`config.mk`:
```
export PLATFORM = sky130hd
export DESIGN_NAME = rep_pixel_stream
export DESIGN_NICKNAME = d
export VERILOG_FILES = /design/src/rtl/rep_pixel_stream.sv
export SDC_FILE = /design/constraint.sdc
export NUM_CORES = 1
export LEC_CHECK = 0
export BUFFER_PORTS_ARGS = -buffer_cell sky130_fd_sc_hd__buf_2
export CAP_MARGIN = 5
export CORE_ASPECT_RATIO = 1.4
export CORE_UTILIZATION = 45
export DETAILED_ROUTE_END_ITERATION = 12
export SYNTH_ARGS = -nofsm -noshare
export SYNTH_HDL_FRONTEND = slang
export SYNTH_SLANG_ARGS = --single-unit
```
`constraint.sdc`:
```
create_clock -name clk -period 2.98 [get_ports clk]
set_clock_uncertainty 0.2 [all_clocks]
set_input_delay 0.596 -clock clk [delete_from_list [all_inputs] [get_ports clk]]
set_output_delay 0.596 -clock clk [all_outputs]
set_load 0.02 [all_outputs]
```
`src/rtl/rep_pixel_stream.sv`:
```
`default_nettype none
// ============================================================================
// Module      : rep_pixel_stream
// Description : Streaming nearest-neighbour upscaler (x1/x2/x4) with a
//               one-row line buffer and valid/ready on both sides.
// Revision    : 1.0 - initial release
// ============================================================================
module rep_pixel_stream #(
    parameter int PIX_W = 8,
    parameter int SRC_W = 160,
    parameter int SRC_H = 120
) (
    input  logic             clk,
    input  logic             reset,
    input  logic             start,
    input  logic [1:0]       factor_sel,
    input  logic             in_valid,
    input  logic [PIX_W-1:0] in_data,
    output logic             in_ready,
    output logic             out_valid,
    output logic [PIX_W-1:0] out_data,
    input  logic             out_ready,
    output logic             out_eol,
    output logic             out_last,
    output logic             busy,
    output logic             done
);

    localparam int COL_W = (SRC_W > 1) ? $clog2(SRC_W) : 1;
    localparam int ROW_W = (SRC_H > 1) ? $clog2(SRC_H) : 1;
    localparam logic [COL_W-1:0] COL_LAST = COL_W'(SRC_W - 1);
    localparam logic [ROW_W-1:0] ROW_LAST = ROW_W'(SRC_H - 1);

    typedef enum logic [1:0] {
        S_IDLE = 2'd0,
        S_LOAD = 2'd1,
        S_EMIT = 2'd2,
        S_DONE = 2'd3
    } state_t;

    state_t           state_q, state_d;
    logic [1:0]       fm1_q, fm1_d;          // replication factor minus one
    logic [COL_W-1:0] src_col_q, src_col_d;
    logic [ROW_W-1:0] src_row_q, src_row_d;
    logic [1:0]       rep_x_q, rep_x_d;
    logic [1:0]       rep_y_q, rep_y_d;
    logic [PIX_W-1:0] line_q [SRC_W];

    logic w_in_fire;
    logic w_col_last;
    logic w_row_last;
    logic w_x_last;
    logic w_y_last;

    assign w_in_fire  = (state_q == S_LOAD) && in_valid;
    assign w_col_last = (src_col_q == COL_LAST);
    assign w_row_last = (src_row_q == ROW_LAST);
    assign w_x_last   = (rep_x_q == fm1_q);
    assign w_y_last   = (rep_y_q == fm1_q);

    always_ff @(posedge clk) begin
        if (reset) begin
            state_q   <= S_IDLE;
            fm1_q     <= 2'd0;
            src_col_q <= '0;
            src_row_q <= '0;
            rep_x_q   <= 2'd0;
            rep_y_q   <= 2'd0;
        end else begin
            state_q   <= state_d;
            fm1_q     <= fm1_d;
            src_col_q <= src_col_d;
            src_row_q <= src_row_d;
            rep_x_q   <= rep_x_d;
            rep_y_q   <= rep_y_d;
        end
    end

    // Line buffer keeps its contents across reset; it is always refilled before use.
    always_ff @(posedge clk) begin
        if (w_in_fire) begin
            line_q[src_col_q] <= in_data;
        end
    end

    always_comb begin
        state_d   = state_q;
        fm1_d     = fm1_q;
        src_col_d = src_col_q;
        src_row_d = src_row_q;
        rep_x_d   = rep_x_q;
        rep_y_d   = rep_y_q;
        case (state_q)
            S_IDLE: begin
                if (start) begin
                    case (factor_sel)
                        2'd1:    fm1_d = 2'd1;
                        2'd2:    fm1_d = 2'd3;
                        default: fm1_d = 2'd0;
                    endcase
                    src_col_d = '0;
                    src_row_d = '0;
                    rep_x_d   = 2'd0;
                    rep_y_d   = 2'd0;
                    state_d   = S_LOAD;
                end
            end
            S_LOAD: begin
                if (in_valid) begin
                    if (w_col_last) begin
                        src_col_d = '0;
                        state_d   = S_EMIT;
                    end else begin
                        src_col_d = src_col_q + COL_W'(1);
                    end
                end
            end
            S_EMIT: begin
                // Counter nesting: rep_x innermost, then src_col, then rep_y.
                if (out_ready) begin
                    if (!w_x_last) begin
                        rep_x_d = rep_x_q + 2'd1;
                    end else begin
                        rep_x_d = 2'd0;
                        if (!w_col_last) begin
                            src_col_d = src_col_q + COL_W'(1);
                        end else begin
                            src_col_d = '0;
                            if (!w_y_last) begin
                                rep_y_d = rep_y_q + 2'd1;
                            end else begin
                                rep_y_d = 2'd0;
                                if (w_row_last) begin
                                    state_d = S_DONE;
                                end else begin
                                    src_row_d = src_row_q + ROW_W'(1);
                                    state_d   = S_LOAD;
                                end
                            end
                        end
                    end
                end
            end
            S_DONE: begin
                state_d = S_IDLE;
            end
            default: begin
                state_d = S_IDLE;
            end
        endcase
    end

    assign in_ready  = (state_q == S_LOAD);
    assign out_valid = (state_q == S_EMIT);
    assign out_data  = out_valid ? line_q[src_col_q] : '0;
    assign out_eol   = out_valid && w_col_last && w_x_last;
    assign out_last  = out_eol && w_y_last && w_row_last;
    assign busy      = (state_q != S_IDLE);
    assign done      = (state_q == S_DONE);

endmodule
`default_nettype wire

```
Word-level counts from Yosys, hierarchy flattened
Memory sizes are Yosys's and may differ from the RTL's. A register that Yosys moved wholly into a read port is not among the register bits.
Index checks and enable logic that the tools add are counted.
W data, S select, Z words.

cells by class
  add/subtract/negate cells = 4
  eq/ne operators = 17
  multiplexer cells = 37
  reduce and logical (&&, ||, !) cells = 15

operators by type and width
  kind                   count
  $mux W8                8
  $mux W7                6
  $mux W2                15
  $pmux W8 S3            1
  $pmux W7 S2            1
  $reduce_and A7 Y1      2
  $pmux W2 S2            3
  $ne A2 B1 Y1 const B   5
  $reduce_and A5 Y1      2
  $add A8 B1 Y8 const B  1
  $eq A8 B8 Y1 const B   1
  $pmux W2 S4            1
  $add A7 B1 Y7 const B  1
  $eq A7 B7 Y1 const B   1
  $eq A2 B2 Y1 const B   3
  $ne A2 B2 Y1 const B   3
  $logic_and A1 B1 Y1    5
  $add A2 B1 Y2 const B  2
  $eq A2 B1 Y1 const B   2
  $eq A2 B2 Y1           2
  $reduce_bool A2 Y1     2
  $reduce_and A3 Y1      1
  $reduce_bool A3 Y1     1
  $logic_not A2 Y1       1
  2 further kinds        3

word-level totals
  bits in registers = 23
  memory bits (writable) = 1280
  bits of input ports = 15
  output and inout port bits = 14
  word-level logic and storage cells = 80
  memories = 1

memories
  name    depth  bits a word  read ports  clocked after memory_dff  write ports  RTL line  text
  line_q  160    8            1           1                         1            47        logic [PIX_W-1:0] line_q [SRC_W];

Logic depth before layout (Yosys ltp)
Gate-level depths: netlist of the first run.

  word-level depth = 7
  gate-level depth with buffers = 11
  mapped depth without buffers = 8

Least setup slack after synthesis of the first run
OpenSTA, ideal clock, no wires.

  path type = flip-flop to output port
  start = register with a tool-made name
  end = output port out_data[1]
  data arrival time = 2442 ps
  required time = 2184 ps
  path slack = -258 ps
  cell stages (with the launch flop) = 12
  buffers on the path = 5
  path through = dfxtp_1 buf_6 buf_12 buf_12 buf_12 buf_12 mux2i_1 a221oi_1 o21ai_1 nand3_1 o21ai_0 a2111oi_1

RTL lines
  item       RTL line  text
  to (decl)  21        output logic [PIX_W-1:0] out_data,

==> summary.txt, run 1 <==
Finish
  – FILL cells: 8477
  – Nets@finish: 2954
  – Layout cell share with drive strength beyond 1: 36.4%
  – Area grow syn2layout: 20.1%
  – Final core occ: 54.7%

Drt
  – Via count: 26.2k
  – Routed metal-1 wire length: 48.2 mm
  – Post-detailed-route count of antenna-violating nets: 0
  – WL/cell: 28.7 µm
  – Routed wl met3: 7.16 mm
  – DRC: 0
  – Final WL: 129 mm
  – Uppermost layer routed: met5
  – DRT Pass-1 Iters: 6
  – Initial DRC Count: 2363
  – DR WL met2: 69.2 mm
  – Post-DR vias/cell: 5.82

Pwr
  – Psw: 10.1 mW
  – Pwr dens: 692 mW/mm²
  – Max VDD drop: 0.567 mV
  – Flop pwr share: 47.4%
  – Internal Power: 32.8 mW
  – Sw Ratio: 23.6%
  – Clk pwr share: 36.7%
  – Comb pwr share: 15.9%
  – Leak: 19.5 nW

Setup path
  – Most used cell, CP: buf_16
  – Highest fanout seen on the critical path: 12
  – Setup Crit Path Kind: flop to output port
  – Type of origin of the critical path: flop
  – Crit end category: output port
  – Worst path max stage delay: 550 ps
  – Crit path cell chain: buf_12, buf_16, buf_16, mux4_2, mux2i_1, buf_4, a211oi_4, nor3_2, a2111oi_4, buf_6
  – Critical path arrival: 3330 ps
  – Slowest-stage cell, CP: a2111oi_4
  – WP buf/inv: 5
  – Req. time, crit path: 2180 ps
  – Cell family with most CP delay: compound AO/OA/AOI/OAI gates

Flow run
  – Max-capacitance violation count: 0

Placement
  – Post-place setup slack: -923 ps
  – Hpwl dp: 82.9 mm
  – Routability cong.: 0.834
  – Port Buf Inserts: 28

STA
  – Fin crit share: 139%
  – Slew margin rel.: 40.1%
  – Worst-Margin Slew: 897 ps
  – Post-route minimum period: 4130 ps
  – Final Hold Viols: 0
  – Final Max Slew Viols: 0
  – Worst Slack Setup Final: -1150 ps
  – Setup violation total in the final timing report: 8
  – RSZ-0062 raised after global routing: true
  – FMAX: 242 MHz

Clocking
  – Max Buffers Root-to-Sink: 3
  – Worst-skew pair later-pin latency: 730 ps
  – CTS tree: built
  – Buffer type at the clock tree root: clkbuf_16
  – CTS buffer count: 116
  – Clock sink total: 1311
  – Clock transition at path regs: 70 ps
  – H-tree depth: 3

Global route
  – Global route total overflow: 0
  – Largest net degree at the start of global routing: 105
  – Initial antenna violation count: 2
  – GRT Overall Usage: 22.6%
  – First-pass GRT wire length: 188 mm
  – Vias in the first global route: 27.4k

Logic synthesis
  – #FFs+latches synth: 1311
  – Post-synth EDFFs: 1280
  – Synth Instances: 2469
  – Synth Warn #: 0
  – Post-synth ARST share: 0%
  – Post-synth net total: 2495
  – Synth Flop Type: edfxtp_1
  – Avg Inst Size Synth: 20.9 µm²
  – Yosys cell types: 58
  – Mapped cell area: 0.0516 mm²
  – Sequential fraction of the synthesis area: 75.6%

Floorplan
  – Core Area: 0.113 mm²
  – # IOs: 29
  – Die Wd: 288 µm
  – Initial core utilization: 45.5%
  – Area of the die: 0.116 mm²
  – Vert. Die Dim: 403 µm
  – Row Count: 146

Status
  – Failing checks: negative setup slack
  – Status: complete, but fails checks

Min path
  – Hold WC Path Type: input port to flop
[per-layer routing]
layer / vias up / track usage, %
met4: 2 / 8.74
li1: 11200 / -
met2: 875 / 40.2
met3: 245 / 3.16
met1: 13900 / 27.5
met5: - / 0
[worst min-delay path, delay by kind of cell]
kind | cells | cell delay [ps]
buffers and inverters | 1 | 80
adders and majority gates | 1 | 110
and+or+nand+nor | 2 | 80
AOI/OAI and AO/OA | 1 | 110
[state kept, by name, indices dropped and copies added, names as in the netlist, named ones only]
signal	count
fm1_q	2
line_q	1280
rep_x_q	2
rep_y_q	2
src_col_q	8
src_row_q	7
state_q	2
[cells by family after synthesis]
group,Yosys count,synth area share [%]
muxes,388,15.5
buffers and inverters,146,2.03
DFF,1311,75.6
xor gates and xnor gates,14,0.237
AOI/OAI and AO/OA,225,2.97
and+or+nand+nor,374,3.33
adders and majority gates,11,0.267
[placed cells by master (no fill, tap or decap), types with 21 or more instances in the layout]
master     netlist  final
edfxtp_1      1280   1280
buf_4           29    378
mux4_2         252    271
nor2_1         194    193
clkbuf_16        0    121
nand2_1         53     52
mux2i_1         52     47
buf_12           9     43
mux4_1          59     40
nor2b_1         41     38
a22oi_1         51     30
a21oi_1         38     26
clkinv_1         0     25
mux2_2          25     22
a22oi_2          0     21
dfxtp_1         31     21
[per-stage QoR]
stage | hold WS, ps | TNS, ps | cells | power (mW) | area (µm²)
after global routing | 102 | -9450 | 4507 | 44.1 | 62000
final | 94.1 | -8920 | 4508 | 42.9 | 62000
after global placement | 280 | -5900 | 4247 | 26.4 | 56300
after floorplan | 267 | -25.0 | 2469 | 24.6 | 51700
after detailed placement | 310 | -5920 | 4247 | 26.5 | 56300
after CTS | 47.4 | -9600 | 4497 | 42.9 | 61400
[area by class of cell]
class	instances	area [µm²]	share of cell area, %
sequential	1311	39100	63.0
multi-input combinational	1012	12500	20.1
timing repair buffer	477	4550	7.34
clock buffer	128	3000	4.84
tap	1480	1850	2.99
clock inverter	88	1000	1.62
inverter	10	41.3	0.0666
antenna	2	5.00	0.00807
[power by group through the flow]
stage | Sequential (mW) | Combinational (mW) | Clock (mW)
final | 20.3 | 6.84 | 15.8
after global routing | 20.3 | 7.23 | 16.6
after CTS | 20.3 | 6.56 | 16.0
after detailed placement | 20.7 | 5.75 | 0
after global placement | 20.7 | 5.67 | 0
after floorplan | 20.7 | 3.90 | 0
[Yosys cell counts, types with 5 or more instances]
cell / n / area (µm²)
nand3b_1: 5 / 37.5
buf_6: 17 / 191
nor2b_1: 41 / 257
nand2_1: 53 / 199
nand3_1: 10 / 50.1
mux4_1: 59 / 1550
nand2b_1: 10 / 62.6
xor2_1: 6 / 52.6
clkbuf_1: 34 / 128
or3_1: 6 / 37.5
nor3_2: 5 / 50.1
a41oi_1: 6 / 52.6
a211oi_1: 39 / 293
a21oi_1: 38 / 190
buf_2: 33 / 165
mux2i_1: 52 / 521
and2_1: 5 / 31.3
xnor2_1: 8 / 70.1
buf_4: 29 / 218
o21ai_1: 9 / 45.0
a221oi_1: 9 / 78.8
buf_12: 9 / 180
edfxtp_1: 1280 / 38400
o311ai_0: 5 / 43.8
and3_1: 8 / 50.1
mux4_2: 252 / 5680
nor3_1: 24 / 120
ha_1: 11 / 138
o21ai_0: 20 / 100
dfxtp_1: 31 / 621
o22ai_1: 26 / 163
a22oi_1: 51 / 383
inv_1: 10 / 37.5
mux2_2: 25 / 282
a2111oi_0: 5 / 43.8
nor2_1: 194 / 728
[final timing paths]
kind / from / end / slack, ps / cells after the start
min: factor_sel[1] / fm1_q[0]$_SDFFE_PP0P_ / 90 / 5
min reg2reg: src_row_q[6]$_SDFFE_PP0P_ / src_row_q[6]$_SDFFE_PP0P_ / 320 / 2
max reg2reg: state_q[0]$_SDFFE_PP0P_ / flop / 210 / 8
max: flop / out_data[1] / -1150 / 10
[what timing repair did]
action | CTS | global route
endpoints found under the setup margin | 10 | 14
setup buffers | 26 | 16
gates resized for setup | 184 | 95
pin swaps | 29 | 34
hold buffers | 3 | 0
hold endpoints to repair | 7 | 0
cloned | 6 | 3
Power figures use the tool's default switching activity.
==> run 2, diff against run 1 <==
==> constraint.sdc (replaced) <==
create_clock -name clk -period 5.1 [get_ports clk]
set_clock_uncertainty 0.2 [all_clocks]
set_input_delay 1.02 -clock clk [delete_from_list [all_inputs] [get_ports clk]]
set_output_delay 1.02 -clock clk [all_outputs]
set_load 0.02 [all_outputs]
==> run 2 against run 1 <==
  * The flow finishes with violations (design-rule violations)
  * Cell count shrank 7.3%
  * Count of clock-buffer cells in the layout increased by 19
  * Global-route usage decreased by 0.43 points
  * Hold slack better by 210 ps
  * Core utilization is 3.7 points lower
  * Combinational power down 50%
  * Largest power group unchanged
  * Total power fell by 44%
==> summary.txt, run 2 (synthesized netlist as in run 1, its figures left out) <==
STA
  – RSZ-0062 raised after global routing: false
  – Final Hold Viols: 0
  – Final Max Slew Viols: 0
  – Slew margin rel.: 18.0%
  – Setup violation total in the final timing report: 0
  – Setup TNS: 0 ps
  – Post-route minimum period: 5030 ps
  – Worst-Margin Slew: 1230 ps
  – Fin crit share: 98.6%
  – FMAX: 199 MHz

Setup path
  – Crit end category: output port
  – Slowest-stage cell, CP: mux4_1
  – Reg2reg setup slack: 1060 ps
  – Crit path cell chain: buf_6, mux4_1, mux4_2, o22ai_2, a211oi_1, nor3_2, nor3_1, buf_4, buf_2
  – Req. time, crit path: 3880 ps
  – Cell family with most CP delay: multiplexers
  – Setup Crit Path Kind: flop to output port
  – Reg-to-reg startpoint: state_q[0]$_SDFFE_PP0P_
  – Critical path arrival: 3810 ps
  – Critical path depth: 9
  – CP endpoint: out_data[4]
  – WP buf/inv: 3
  – Type of origin of the critical path: flop
  – Worst path max stage delay: 620 ps
  – Length in cells of the worst reg-to-reg path: 8
  – Highest fanout seen on the critical path: 9

Pwr
  – Max VDD drop: 0.348 mV
  – Pwr dens: 414 mW/mm²
  – Pwr Total: 23.9 mW
  – Leak: 17.4 nW

Drt
  – WL/cell: 30.4 µm
  – Via count: 24.9k
  – Initial DRC Count: 2703
  – Post-DR vias/cell: 5.97
  – Post-detailed-route count of antenna-violating nets: 0
  – DRC: 4
  – DRT Pass-1 Iters: 12
  – Final WL: 127 mm

Finish
  – Max FFs per register: 1280
  – Final non-filler cell total: 4180
  – Largest Register: line_q
  – Largest regs: line_q (1280), src_col_q (8), src_row_q (7)
  – Nets@finish: 2628
  – Commonest non-fill, non-tap cell in the layout: edfxtp_1
  – FF+latch area: 0.0391 mm²
  – Most frequent cells in the layout: edfxtp_1, mux4_2, nor2_1, clkbuf_16, buf_4
  – Area grow syn2layout: 12.0%
  – Area taken by multi-input logic gates: 0.0117 mm²
  – Layout cell share with drive strength beyond 1: 23.2%
  – FILL cells: 8902

Clocking
  – Clock transition at path regs: 60 ps
  – H-tree depth: 3
  – Worst-skew pair later-pin latency: 730 ps
  – Clock sink total: 1311
  – Buffer type at the clock tree root: clkbuf_16
  – CTS tree: built
  – Hold buffers post-CTS: 0
  – Max Buffers Root-to-Sink: 3
  – CTS buffer count: 118

Global route
  – Largest net degree at the start of global routing: 97
  – First-pass GRT wire length: 183 mm
  – Initial antenna violation count: 5
  – Global route total overflow: 0
  – Vias in the first global route: 25.6k
  – GRT Overall Usage: 22.1%

Floorplan
  – Initial core utilization: 45.5%
  – Die Wd: 288 µm
  – Row Count: 146
  – # IOs: 29
  – Vert. Die Dim: 403 µm
  – Area of the die: 0.116 mm²
  – Core Area: 0.113 mm²

Placement
  – Routability cong.: 0.842
  – DP Cell Count: 3945
  – Port Buf Inserts: 28
  – Hpwl dp: 79.1 mm

Min path
  – Hold Crit Start: fm1_q[1]$_SDFFE_PP0P_
  – Hold WC Path Type: flop to flop

Status
  – Status: complete, but fails checks
  – Failing checks: design-rule violations

Flow run
  – Max-capacitance violation count: 0
[run 2: cell count changes in the layout (fill, tap and decap cells not counted), sizes merged]
cell | before | now
buf | 467 | 144
bufbuf | 4 | 1
bufinv | 20 | 10
clkbuf | 131 | 151
clkinv | 49 | 45
clkinvlp | 14 | 7
dlygate4sd3 | 3 | 0
inv | 15 | 17
[run 2: power by group]
group / total (mW) / internal [mW] / switching, mW
combinational: 3.40 / 1.57 / 1.83
clock: 8.65 / 4.78 / 3.87
sequential: 11.9 / 11.9 / 0.0486
[run 2: through the flow]
| step | util [%] | hold WS, ps | instance area, µm² | worst slack [ps] |
|---|---|---|---|---|
| finish | 51.0 | 300 | 57800 | 71.0 |
| global route | 51.0 | 346 | 57800 | 8.07 |
| CTS | 50.8 | 303 | 57600 | -14.2 |
| detailed placement | 47.3 | 294 | 53700 | 1.94 |
| global placement | 47.3 | 286 | 53700 | -20.0 |
| floorplan | - | 267 | 51600 | 1440 |
[run 2: routing by layer]
metal | track usage (%) | up-vias | wire length, µm
li1 | - | 10600 | -
met5 | 0 | - | 28
met4 | 7.74 | 4 | 3580
met1 | 29.1 | 13400 | 50100
met2 | 37.7 | 828 | 66300
met3 | 2.90 | 169 | 6910
[run 2: how the worst min path moves through the flow]
stage                                      endpoint  slack, ps  depth (start not counted)
final                         fm1_q[1]$_SDFFE_PP0P_        300                          2
after global routing      src_row_q[0]$_SDFFE_PP0P_        350                          2
after CTS                     fm1_q[1]$_SDFFE_PP0P_        300                          2
after detailed placement      fm1_q[1]$_SDFFE_PP0P_        290                          2
after global placement      rep_y_q[1]$_SDFFE_PP0P_        290                          2
after floorplan           src_row_q[1]$_SDFFE_PP0P_        270                          2
[run 2: tightest hold or removal path: stages (launching register included)]
cell     delay [ps]
dfxtp_1         340
nand2_1          60
a21oi_1          60
[run 2: layout make-up]
type                            instances  area share [%]
Timing Repair Buffer                  149            2.51
Antenna cell                            2         0.00865
Clock buffer                          147            5.33
Tap cell                             1480            3.20
Clock inverter                         69            1.06
Inverter                               10          0.0649
Multi-Input combinational cell       1012            20.3
Sequential cell                      1311            67.5
[run 2: what timing repair did]
action / 4_1_cts / 5_1_grt
gates resized for setup: 31 / 18
gates cloned: 1 / 4
pin swaps: 4 / 1
setup endpoints to repair: 8 / 8
setup buffers: 5 / 7
